[config.mk]
export PLATFORM = sky130hd
export DESIGN_NAME = wb_bus_arbiter_flat
export DESIGN_NICKNAME = d
export VERILOG_FILES = /design/src/rtl/wb_bus_arbiter_if.sv /design/src/rtl/wb_bus_arbiter.sv /design/src/flat_wrapper.sv
export SDC_FILE = /design/constraint.sdc
export NUM_CORES = 1
export LEC_CHECK = 0
export BUFFER_PORTS_ARGS = -buffer_cell sky130_fd_sc_hd__buf_4
export CAP_MARGIN = 15
export CORE_AREA = 3 3 122 124
export DETAILED_ROUTE_END_ITERATION = 16
export DIE_AREA = 0 0 125 127
export GPL_TIMING_DRIVEN = 0
export PLACE_DENSITY = 0.61
export SYNTH_ARGS = -nofsm -noshare
export SYNTH_HDL_FRONTEND = slang
export SYNTH_SLANG_ARGS = --single-unit
[constraint.sdc]
create_clock -name clk -period 3.7 [get_ports clk]
set_clock_uncertainty 0.15 [all_clocks]
set_input_delay 0.555 -clock clk [delete_from_list [all_inputs] [get_ports clk]]
set_output_delay 0.555 -clock clk [all_outputs]
set_load 0.05 [all_outputs]
[src/rtl/wb_bus_arbiter_if.sv]
// Bus bundle for the two-master, one-slave Wishbone arbiter: instruction (i_*),
// data (d_*) and memory-side (m_*) groups plus the debug grant code.
interface wb_bus_arbiter_if #(
   parameter int unsigned ADR_W = 32
) ();

   // Instruction master
   logic             i_cyc;
   logic             i_stb;
   logic             i_we;
   logic [ADR_W-1:0] i_adr;
   logic [31:0]      i_dat_o;
   logic [3:0]       i_sel;
   logic             i_ack;
   logic             i_err;
   logic [31:0]      i_dat_i;

   // Data master
   logic             d_cyc;
   logic             d_stb;
   logic             d_we;
   logic [ADR_W-1:0] d_adr;
   logic [31:0]      d_dat_o;
   logic [3:0]       d_sel;
   logic             d_ack;
   logic             d_err;
   logic [31:0]      d_dat_i;

   // Memory-side slave port
   logic             m_cyc;
   logic             m_stb;
   logic             m_we;
   logic [ADR_W-1:0] m_adr;
   logic [31:0]      m_dat_o;
   logic [3:0]       m_sel;
   logic             m_ack;
   logic             m_err;
   logic [31:0]      m_dat_i;

   // 00 none, 01 instruction, 10 data
   logic [1:0]       grant;

   // Arbiter view
   modport slave (
      input  i_cyc, i_stb, i_we, i_adr, i_dat_o, i_sel,
      output i_ack, i_err, i_dat_i,
      input  d_cyc, d_stb, d_we, d_adr, d_dat_o, d_sel,
      output d_ack, d_err, d_dat_i,
      output m_cyc, m_stb, m_we, m_adr, m_dat_o, m_sel,
      input  m_ack, m_err, m_dat_i,
      output grant
   );

   // Environment view: both masters and the memory slave
   modport master (
      output i_cyc, i_stb, i_we, i_adr, i_dat_o, i_sel,
      input  i_ack, i_err, i_dat_i,
      output d_cyc, d_stb, d_we, d_adr, d_dat_o, d_sel,
      input  d_ack, d_err, d_dat_i,
      input  m_cyc, m_stb, m_we, m_adr, m_dat_o, m_sel,
      output m_ack, m_err, m_dat_i,
      input  grant
   );

endinterface

[src/rtl/wb_bus_arbiter.sv]
// Round-robin Wishbone arbiter merging instruction fetch and load/store buses onto one
// memory port. A grant is held while the owner keeps cyc high; a watchdog ends any
// access the slave leaves unacknowledged for TIMEOUT_CYCLES stalled cycles.
module wb_bus_arbiter #(
   parameter int unsigned TIMEOUT_CYCLES = 255,
   parameter int unsigned ADR_W          = 32
) (
   input logic            clk,
   input logic            rst,
   wb_bus_arbiter_if.slave bus
);

   localparam int unsigned CntW = $clog2(TIMEOUT_CYCLES + 1);
   localparam logic [CntW-1:0] CntMax = CntW'(TIMEOUT_CYCLES);

   // Encoding doubles as the grant code seen on the debug port
   typedef enum logic [1:0] {
      StIdle = 2'b00,
      StGntI = 2'b01,
      StGntD = 2'b10
   } state_e;

   localparam logic LastI = 1'b0;
   localparam logic LastD = 1'b1;

   state_e          state_q, state_d;
   logic            last_q, last_d;
   logic [CntW-1:0] cnt_q, cnt_d;

   logic             owner_stb;
   logic             timeout;
   logic             term_err;
   logic [ADR_W-1:0] adr_mux;

   // State, last-granted master and watchdog count
   always_ff @(posedge clk or negedge rst) begin
      if (!rst) begin
         state_q <= StIdle;
         last_q  <= LastI;
         cnt_q   <= '0;
      end else begin
         state_q <= state_d;
         last_q  <= last_d;
         cnt_q   <= cnt_d;
      end
   end

   // Arbitration: lock while owner holds cyc, hand over directly, alternate on contest
   always_comb begin
      state_d = state_q;
      last_d  = last_q;
      case (state_q)
         StIdle: begin
            if (bus.i_cyc && bus.d_cyc) begin
               state_d = (last_q == LastD) ? StGntI : StGntD;
            end else if (bus.i_cyc) begin
               state_d = StGntI;
            end else if (bus.d_cyc) begin
               state_d = StGntD;
            end
         end
         StGntI: begin
            if (!bus.i_cyc) begin
               state_d = bus.d_cyc ? StGntD : StIdle;
            end
         end
         StGntD: begin
            if (!bus.d_cyc) begin
               state_d = bus.i_cyc ? StGntI : StIdle;
            end
         end
         default: state_d = StIdle;
      endcase
      if (state_d != state_q) begin
         if (state_d == StGntI) begin
            last_d = LastI;
         end else if (state_d == StGntD) begin
            last_d = LastD;
         end
      end
   end

   // Memory-side mux from the registered owner; zeros when idle
   always_comb begin
      bus.m_cyc   = 1'b0;
      bus.m_stb   = 1'b0;
      bus.m_we    = 1'b0;
      adr_mux     = '0;
      bus.m_dat_o = '0;
      bus.m_sel   = '0;
      owner_stb   = 1'b0;
      case (state_q)
         StGntI: begin
            bus.m_cyc   = bus.i_cyc;
            bus.m_stb   = bus.i_stb;
            bus.m_we    = bus.i_we;
            adr_mux     = bus.i_adr;
            bus.m_dat_o = bus.i_dat_o;
            bus.m_sel   = bus.i_sel;
            owner_stb   = bus.i_stb;
         end
         StGntD: begin
            bus.m_cyc   = bus.d_cyc;
            bus.m_stb   = bus.d_stb;
            bus.m_we    = bus.d_we;
            adr_mux     = bus.d_adr;
            bus.m_dat_o = bus.d_dat_o;
            bus.m_sel   = bus.d_sel;
            owner_stb   = bus.d_stb;
         end
         default: ;
      endcase
   end

   assign bus.m_adr = adr_mux;

   // Termination routing; a real ack beats a coincident watchdog expiry
   always_comb begin
      timeout   = (cnt_q == CntMax) && owner_stb;
      term_err  = bus.m_err || (timeout && !bus.m_ack);
      bus.i_ack = (state_q == StGntI) && bus.m_ack;
      bus.i_err = (state_q == StGntI) && term_err;
      bus.d_ack = (state_q == StGntD) && bus.m_ack;
      bus.d_err = (state_q == StGntD) && term_err;
   end

   // Watchdog: count stalled strobe cycles of the current owner
   always_comb begin
      cnt_d = cnt_q;
      if (state_q == StIdle || state_d != state_q || bus.m_ack || bus.m_err || timeout) begin
         cnt_d = '0;
      end else if (owner_stb) begin
         cnt_d = cnt_q + 1'b1;
      end
   end

   assign bus.i_dat_i = bus.m_dat_i;
   assign bus.d_dat_i = bus.m_dat_i;
   assign bus.grant   = state_q;

endmodule

[src/flat_wrapper.sv]
// flat-port wrapper written by rule: the top's interface ports become plain ports
module wb_bus_arbiter_flat 
#(
   parameter int unsigned TIMEOUT_CYCLES = 255,
   parameter int unsigned ADR_W          = 32
)
  (clk, rst, bus_i_cyc, bus_i_stb, bus_i_we, bus_i_adr, bus_i_dat_o, bus_i_sel, bus_i_ack, bus_i_err, bus_i_dat_i, bus_d_cyc, bus_d_stb, bus_d_we, bus_d_adr, bus_d_dat_o, bus_d_sel, bus_d_ack, bus_d_err, bus_d_dat_i, bus_m_cyc, bus_m_stb, bus_m_we, bus_m_adr, bus_m_dat_o, bus_m_sel, bus_m_ack, bus_m_err, bus_m_dat_i, bus_grant);
  wb_bus_arbiter_if #(.ADR_W(ADR_W)) bus_i ();
  input logic clk;
  input logic rst;
  input wire logic [$bits(bus_i.i_cyc)-1:0] bus_i_cyc;
  input wire logic [$bits(bus_i.i_stb)-1:0] bus_i_stb;
  input wire logic [$bits(bus_i.i_we)-1:0] bus_i_we;
  input wire logic [$bits(bus_i.i_adr)-1:0] bus_i_adr;
  input wire logic [$bits(bus_i.i_dat_o)-1:0] bus_i_dat_o;
  input wire logic [$bits(bus_i.i_sel)-1:0] bus_i_sel;
  output wire logic [$bits(bus_i.i_ack)-1:0] bus_i_ack;
  output wire logic [$bits(bus_i.i_err)-1:0] bus_i_err;
  output wire logic [$bits(bus_i.i_dat_i)-1:0] bus_i_dat_i;
  input wire logic [$bits(bus_i.d_cyc)-1:0] bus_d_cyc;
  input wire logic [$bits(bus_i.d_stb)-1:0] bus_d_stb;
  input wire logic [$bits(bus_i.d_we)-1:0] bus_d_we;
  input wire logic [$bits(bus_i.d_adr)-1:0] bus_d_adr;
  input wire logic [$bits(bus_i.d_dat_o)-1:0] bus_d_dat_o;
  input wire logic [$bits(bus_i.d_sel)-1:0] bus_d_sel;
  output wire logic [$bits(bus_i.d_ack)-1:0] bus_d_ack;
  output wire logic [$bits(bus_i.d_err)-1:0] bus_d_err;
  output wire logic [$bits(bus_i.d_dat_i)-1:0] bus_d_dat_i;
  output wire logic [$bits(bus_i.m_cyc)-1:0] bus_m_cyc;
  output wire logic [$bits(bus_i.m_stb)-1:0] bus_m_stb;
  output wire logic [$bits(bus_i.m_we)-1:0] bus_m_we;
  output wire logic [$bits(bus_i.m_adr)-1:0] bus_m_adr;
  output wire logic [$bits(bus_i.m_dat_o)-1:0] bus_m_dat_o;
  output wire logic [$bits(bus_i.m_sel)-1:0] bus_m_sel;
  input wire logic [$bits(bus_i.m_ack)-1:0] bus_m_ack;
  input wire logic [$bits(bus_i.m_err)-1:0] bus_m_err;
  input wire logic [$bits(bus_i.m_dat_i)-1:0] bus_m_dat_i;
  output wire logic [$bits(bus_i.grant)-1:0] bus_grant;
  assign bus_i.i_cyc = bus_i_cyc;
  assign bus_i.i_stb = bus_i_stb;
  assign bus_i.i_we = bus_i_we;
  assign bus_i.i_adr = bus_i_adr;
  assign bus_i.i_dat_o = bus_i_dat_o;
  assign bus_i.i_sel = bus_i_sel;
  assign bus_i_ack = bus_i.i_ack;
  assign bus_i_err = bus_i.i_err;
  assign bus_i_dat_i = bus_i.i_dat_i;
  assign bus_i.d_cyc = bus_d_cyc;
  assign bus_i.d_stb = bus_d_stb;
  assign bus_i.d_we = bus_d_we;
  assign bus_i.d_adr = bus_d_adr;
  assign bus_i.d_dat_o = bus_d_dat_o;
  assign bus_i.d_sel = bus_d_sel;
  assign bus_d_ack = bus_i.d_ack;
  assign bus_d_err = bus_i.d_err;
  assign bus_d_dat_i = bus_i.d_dat_i;
  assign bus_m_cyc = bus_i.m_cyc;
  assign bus_m_stb = bus_i.m_stb;
  assign bus_m_we = bus_i.m_we;
  assign bus_m_adr = bus_i.m_adr;
  assign bus_m_dat_o = bus_i.m_dat_o;
  assign bus_m_sel = bus_i.m_sel;
  assign bus_i.m_ack = bus_m_ack;
  assign bus_i.m_err = bus_m_err;
  assign bus_i.m_dat_i = bus_m_dat_i;
  assign bus_grant = bus_i.grant;
  wb_bus_arbiter #(.TIMEOUT_CYCLES(TIMEOUT_CYCLES), .ADR_W(ADR_W)) u_core (.clk(clk), .rst(rst), .bus(bus_i));
endmodule
== Word-level counts from Yosys, hierarchy flattened ==
Cells that the tools add are included.

* Reduce and logical (&&, ||, !) cells: 17
* Equality and inequality tests: 6
* Multiplexer cells: 19
* Add/sub/neg operators: 1

{| class="wikitable"
|+ Operator list
! operator !! number
|-
| 32-bit one-hot mux with 2 select lines || 2
|-
| 8-bit two-way mux || 2
|-
| 2-bit two-way mux || 7
|-
| 8-bit by 1-bit adder with 8-bit output, second input constant || 1
|-
| 8-bit equality test, second input constant || 1
|-
| 4-bit one-hot mux with 2 select lines || 1
|-
| 1-bit logical AND || 7
|-
| 1-bit one-hot mux with 2 select lines || 3
|-
| 2-bit one-hot mux with 3 select lines || 1
|-
| 1-bit logical OR || 5
|-
| 2-bit by 1-bit equality test with 1-bit output, second input constant || 2
|-
| 2-bit equality test, second input constant || 2
|-
| 2-bit nonzero test || 2
|-
| 1-bit two-way mux || 3
|-
| 2-bit logical NOT || 1
|-
| 2-bit inequality test || 1
|-
| 2-bit AND reduction || 1
|-
| 1-bit logical NOT || 1
|}

* Flip-flop bits (word level): 11
* Output and inout bits: 141

== Depth between registers and ports, before layout ==
* Depth after elaboration: 10
* Depth in mapped cells: 9
* Mapped depth without buffers: 9

== Worst setup path before layout ==
No wires, ideal clock.

* Path kind: reg-to-output
* From: register u_core.state_q[1], in the netlist u_core.bus.grant[1]
* To: output port bus_d_err
* Data arrival time: 2.958 ns
* Setup slack: 0.037 ns
* Stages on the path, launching flop included: 9
* Required time: 2.995 ns
* Cells stage by stage: dfrtp_1 inv_1 ha_1 nor2b_1 buf_4 and4_1 nand3_2 o31a_1 nor2b_1

* Word-level cells in the longest chain between the ends: 6
* Elaborated cells on any way between the ends: 7
* Classes of those cells: 2 x eq/ne; 1 x mux; 4 x reduce/logical

{| class="wikitable"
|+ Ends and longest elaborated chain
! item !! line !! RTL
|-
| from (decl) || wb_bus_arbiter.sv:26 || <nowiki>state_e state_q, state_d;</nowiki>
|-
| from (signal assigned) || wb_bus_arbiter.sv:38 || <nowiki>state_q <= StIdle;</nowiki>
|-
| from (signal assigned) || wb_bus_arbiter.sv:42 || <nowiki>state_q <= state_d;</nowiki>
|-
| 2-bit equality test / 2-bit by 1-bit equality test with 1-bit output (equally long branches) || n/a ||
|-
| 1-bit one-hot mux with 2 select lines * || n/a ||
|-
| via bus_m_stb || flat_wrapper.sv:30 || <nowiki>output wire logic [$bits(bus_i.m_stb)-1:0] bus_m_stb;</nowiki>
|-
| 1-bit logical AND * || wb_bus_arbiter.sv:119 || <nowiki>timeout = (cnt_q == CntMax) && owner_stb;</nowiki>
|-
| 1-bit logical AND * || wb_bus_arbiter.sv:120 || <nowiki>term_err = bus.m_err || (timeout && !bus.m_ack);</nowiki>
|-
| 1-bit logical OR * || wb_bus_arbiter.sv:120 ||
|-
| 1-bit logical AND * || wb_bus_arbiter.sv:124 || <nowiki>bus.d_err = (state_q == StGntD) && term_err;</nowiki>
|-
| to (decl) || flat_wrapper.sv:27 || <nowiki>output wire logic [$bits(bus_i.d_err)-1:0] bus_d_err;</nowiki>
|}

Mark *: on every way through the listed nets, which the timed path passes. The rest lies on a longest branch.

== Worst setup path in the final report ==
* From: register u_core.state_q[1], in the netlist u_core.bus.grant[1]
* To: output port bus_d_err

* Word-level cells in the longest chain between the ends: 6
* Elaborated cells on any way between the ends: 7
* Classes of those cells: 2 x eq/ne; 1 x mux; 4 x reduce/logical

{| class="wikitable"
|+ Ends and longest elaborated chain
! item !! line !! RTL
|-
| 2-bit equality test / 2-bit by 1-bit equality test with 1-bit output (equally long branches) || wb_bus_arbiter.sv:92, wb_bus_arbiter.sv:124 ||
|-
| 1-bit one-hot mux with 2 select lines || wb_bus_arbiter.sv:92 || <nowiki>case (state_q)</nowiki>
|-
| 1-bit logical AND || wb_bus_arbiter.sv:119 ||
|-
| 1-bit logical AND || wb_bus_arbiter.sv:120 ||
|-
| 1-bit logical OR || wb_bus_arbiter.sv:120 ||
|-
| 1-bit logical AND * || wb_bus_arbiter.sv:124 ||
|}

Every way passes the cells marked *; elsewhere a longest branch is shown, timed or not.

==> flow_results.org <==
** Power
- For this design the ratio of total power to cell area is 602 nW/um^2.
- Summed over all nets, the switching power comes to 1.72 mW.
- VDD sags by at most 0.278 mV.
- The internal portion of the total power is 1.19 mW.
- In this run the static leakage power is 2.37 nW.
- In this run switching power makes up 59.2% of total power.
- Part of the total power dissipated in combinational logic :: 87.9%
- The share of total power dissipated in the clock network is 6.8%.
- Sequential share of power :: 5.3%

** Timing
- RSZ-0062 raised after global routing :: false
- Max-slew violation total from the final report :: 0
- For the pin with the worst max-slew slack, the measured transition is 0.593 ns.
- Period Utilization, post-route :: 91.9%
- Slew headroom :: 60.5%
- The final number of hold-violating endpoints was 0.
- Post-layout minimum cycle time :: 3.40 ns
- Worst hold slack :: 0.388 ns
- Setup violations remaining at the end of the flow were counted as 0.
- Maximum clock frequency :: 294 MHz
- For the final routed database, the setup TNS stands at 0 ns.

** Clock tree
- Later-pin clock latency in the skew report :: 0.24 ns
- In this run the post-CTS setup repair buffer count came out at 0.
- CTS clock-pin slew for the worst setup and hold paths :: 0.04 ns
- CTS root buffer :: clkbuf_16
- TritonCTS built the clock tree.
- Level count of the clock H-tree :: 1
- # clock sinks :: 11
- The clock passes through at most 2 buffers.
- Counting the buffers created by CTS gives 3.

** Detailed routing
- Via count of the routed design :: 3,246
- Final antenna-violating net count :: 0
- Vias per std cell :: 4.11
- DR iter-0 viols :: 175
- For this run, design rule violations remaining after detail routing come to 0.
- The first detailed-routing pass took 4 iterations.
- Average wire per cell in the routed design :: 14.8 um
- Post-detailed-routing wire length :: 11,700 um

** Final layout
- The post-route netlist has 60.6% of its cells at a drive strength greater than 1.
- Inserted Diodes :: 0
- Relative to the synthesized area, the layout overhead comes to 104%.
- The filler cells instantiated in the layout total 1,517.
- The net count of the finished layout is 794.
- The multi-input combinational cells in the finished layout cover a total of 1490 sq um.
- Across the whole layout, storage elements account for 275 sq um.
- For this run, the number of standard cells in the final layout without fillers is 789.
- Cells fill 34.8% of the core in the end.

** Placed design
- Placed insts :: 784
- Input and output buffers added on the ports amount to 286.
- Placed wire-length estimate :: 9880 um
- Routability-driven placement finished with a final weighted congestion of 0.789.

** Worst hold path
- Hold Crit Endpoint :: u_core.last_q
- Worst Hold Launch :: u_core.last_q
- The min-delay analysis places its worst path in the category reg2reg.
- Along the worst hold path, the cell count comes to 2.

** Global routing
- Wire length of the first global-routing pass :: 17,600 um
- Summed over all layers, the global routing overflow is 0.
- Antenna violations before repair :: 0
- Global-route usage over all layers :: 13.3%
- Largest net degree at the start of global routing :: 12
- Number of global-route vias before repair :: 3,354

** Critical path
- For flop-to-flop paths, the worst setup slack is 0.71 ns.
- Maximum fanout along the worst path :: 9
- Measured in cells, the most critical reg-to-reg path has a length of 9.
- STA classifies the critical path endpoint as a primary output.
- Worst path required time :: 2.99 ns
- Critical Setup Path Class :: reg2out
- Source of the worst register-to-register timing path :: u_core.bus.grant[0]
- Kind of launch point of the worst setup path :: flip-flop
- Worst Path Arrival :: 2.69 ns
- Capture point of the worst reg-to-reg path :: u_core.last_q

** Yosys
- Counting every net in the synthesized netlist gives 502.
- Counting distinct cell types in the post-synthesis netlist gives 40.
- Post-synthesis cell count :: 318
- The synthesized design spends more area on one cell type than any other, namely a22oi_1.
- Sequential fraction of the synthesis area :: 11.6%
- Average footprint of a synthesized cell :: 7.45 sq um
- Post-synthesis register bit count :: 11
- Summed instance area of the synthesized netlist :: 2370 sq um
- Yosys printed 0 warnings.
- In this run the biggest area consumer among cell types represents 22.2% of the synthesized area.
- Top post-synthesis cells by area :: a22oi_1 22%, buf_4 21%, nor2b_1 19%

** Flow run
- Across the run, the number of max-cap violations was 0.

** Die
- The floorplan step defined a core boundary enclosing 13,900 sq um.
- Total number of placement rows :: 43
- Width of the die :: 125 um
- The initial utilization of the core area, before any placement, comes to 17.1%.
- In this run the count of I/O pins placed on the die edge is 319.
- The floorplan step defined a die boundary enclosing 15,900 sq um.
- The die is 127 um tall.

** Outcome
- Outcome :: finished clean
[logic make-up (layout without fill, tap and decap cells)]
logic type / count (synthesis) / count (layout) / synth area share (%)
xor+xnor: 7 / 7 / 2.59
mux: 2 / 2 / 0.845
simple gates: 109 / 109 / 27.4
flops: 11 / 11 / 11.6
fa+ha+maj: 6 / 6 / 3.17
compound gates: 87 / 87 / 28.8
buf+inv: 96 / 387 / 25.6
[layer usage]
metal / share of wire (%) / global-route usage, %
met4: 1.3 / 2.61
met1: 41 / 17.8
met2: 49 / 22.2
met5: 0 / 0
met3: 8.4 / 2.93
[registers in the layout, summed over array words and instances (netlist names)]
signal	cells
u_core.bus.grant	2
u_core.cnt_q	8
u_core.last_q	1
[placed cells by master, fill, tap and decap left out, types with 2 or more instances in the layout]
cell / n
nand4_1: 4
a22oi_1: 70
nor2_2: 5
o21ai_0: 3
dfrtp_1: 11
nand2_1: 5
mux2i_1: 2
clkbuf_1: 19
xnor2_1: 2
and2_1: 4
ha_1: 5
nor2b_1: 73
nor2_1: 10
buf_4: 351
clkbuf_16: 3
inv_1: 6
buf_1: 4
xor2_1: 5
nand3_1: 2
[power groups by stage]
stage          Sequential [mW]  Combinational, mW  Clock, mW
5_1_grt                  0.155               2.75      0.209
2_1_floorplan            0.177               1.76          0
4_1_cts                  0.153               2.59      0.204
3_3_place_gp             0.155               2.58          0
3_5_place_dp             0.155               2.58          0
6_report                 0.153               2.56      0.198
[through the flow]
stage | total power [mW] | instance area, sq um | setup WS [ns]
2_1_floorplan | 1.94 | 2370 | 0.0371
3_3_place_gp | 2.74 | 4740 | 0.391
3_5_place_dp | 2.73 | 4740 | 0.410
4_1_cts | 2.94 | 4830 | 0.127
5_1_grt | 3.11 | 4830 | 0.0493
6_report | 2.91 | 4830 | 0.300
[worst max-delay path, cell delays in order, from the launching register on]
cell	delay, ns
dfrtp_1	0.51
inv_1	0.13
ha_2	0.50
nor2b_1	0.17
buf_4	0.16
and4_1	0.23
nand3_2	0.14
o31a_1	0.28
nor2b_1	0.11
buf_4	0.21
[cell usage after synthesis]
library cell and count:
o21ai_0 3, a22oi_1 70, and3_1 1, nor2_1 10, a21boi_1 1, buf_1 4
inv_2 1, xor2_1 5, clkbuf_1 19, o21bai_4 1, a32o_2 1, nand2b_2 1
and2_1 4, xnor2_1 2, o311a_1 1, and4_1 1, o311ai_0 1, nor3_1 1
buf_4 65, inv_1 6, nand4_1 4, a221oi_2 1, nor4_1 1, nand3_1 2
mux2i_1 2, nand3_2 1, buf_2 1, o22ai_1 1, ha_1 6, a31o_1 1
a211oi_1 1, o21bai_1 1, nor2b_1 73, o31a_1 1, nand2_1 5, a2111o_1 1
dfrtp_1 11, a21o_1 1, o211ai_2 1, nor2_2 5
[what timing repair did]
item	in CTS	in global routing
setup endpoints to repair	0	7
gates resized for setup	0	3
hold buffers	1	0
endpoints found under the hold margin	11	0
[how the worst max path moves through the flow]
stage	cells past startpoint	start	endpoint	slack, ns
2_1_floorplan	8	u_core.bus.grant[1]	bus_d_err	0.04
3_3_place_gp	9	u_core.bus.grant[1]	u_core.last_q	0.39
3_5_place_dp	9	u_core.bus.grant[1]	bus_i_err	0.41
4_1_cts	9	u_core.bus.grant[1]	bus_i_err	0.13
5_1_grt	9	u_core.bus.grant[1]	bus_d_err	0.05
6_report	9	u_core.bus.grant[1]	bus_d_err	0.30
[final cells by class]
class	count	area share (%)
timing repair buffer	287	44.6
multi-input combinational	211	30.8
buffer	89	12.0
sequential	11	5.70
tap	180	4.66
clock buffer	4	1.63
inverter	7	0.544
Note: power is estimated with default switching activity, not from simulation.
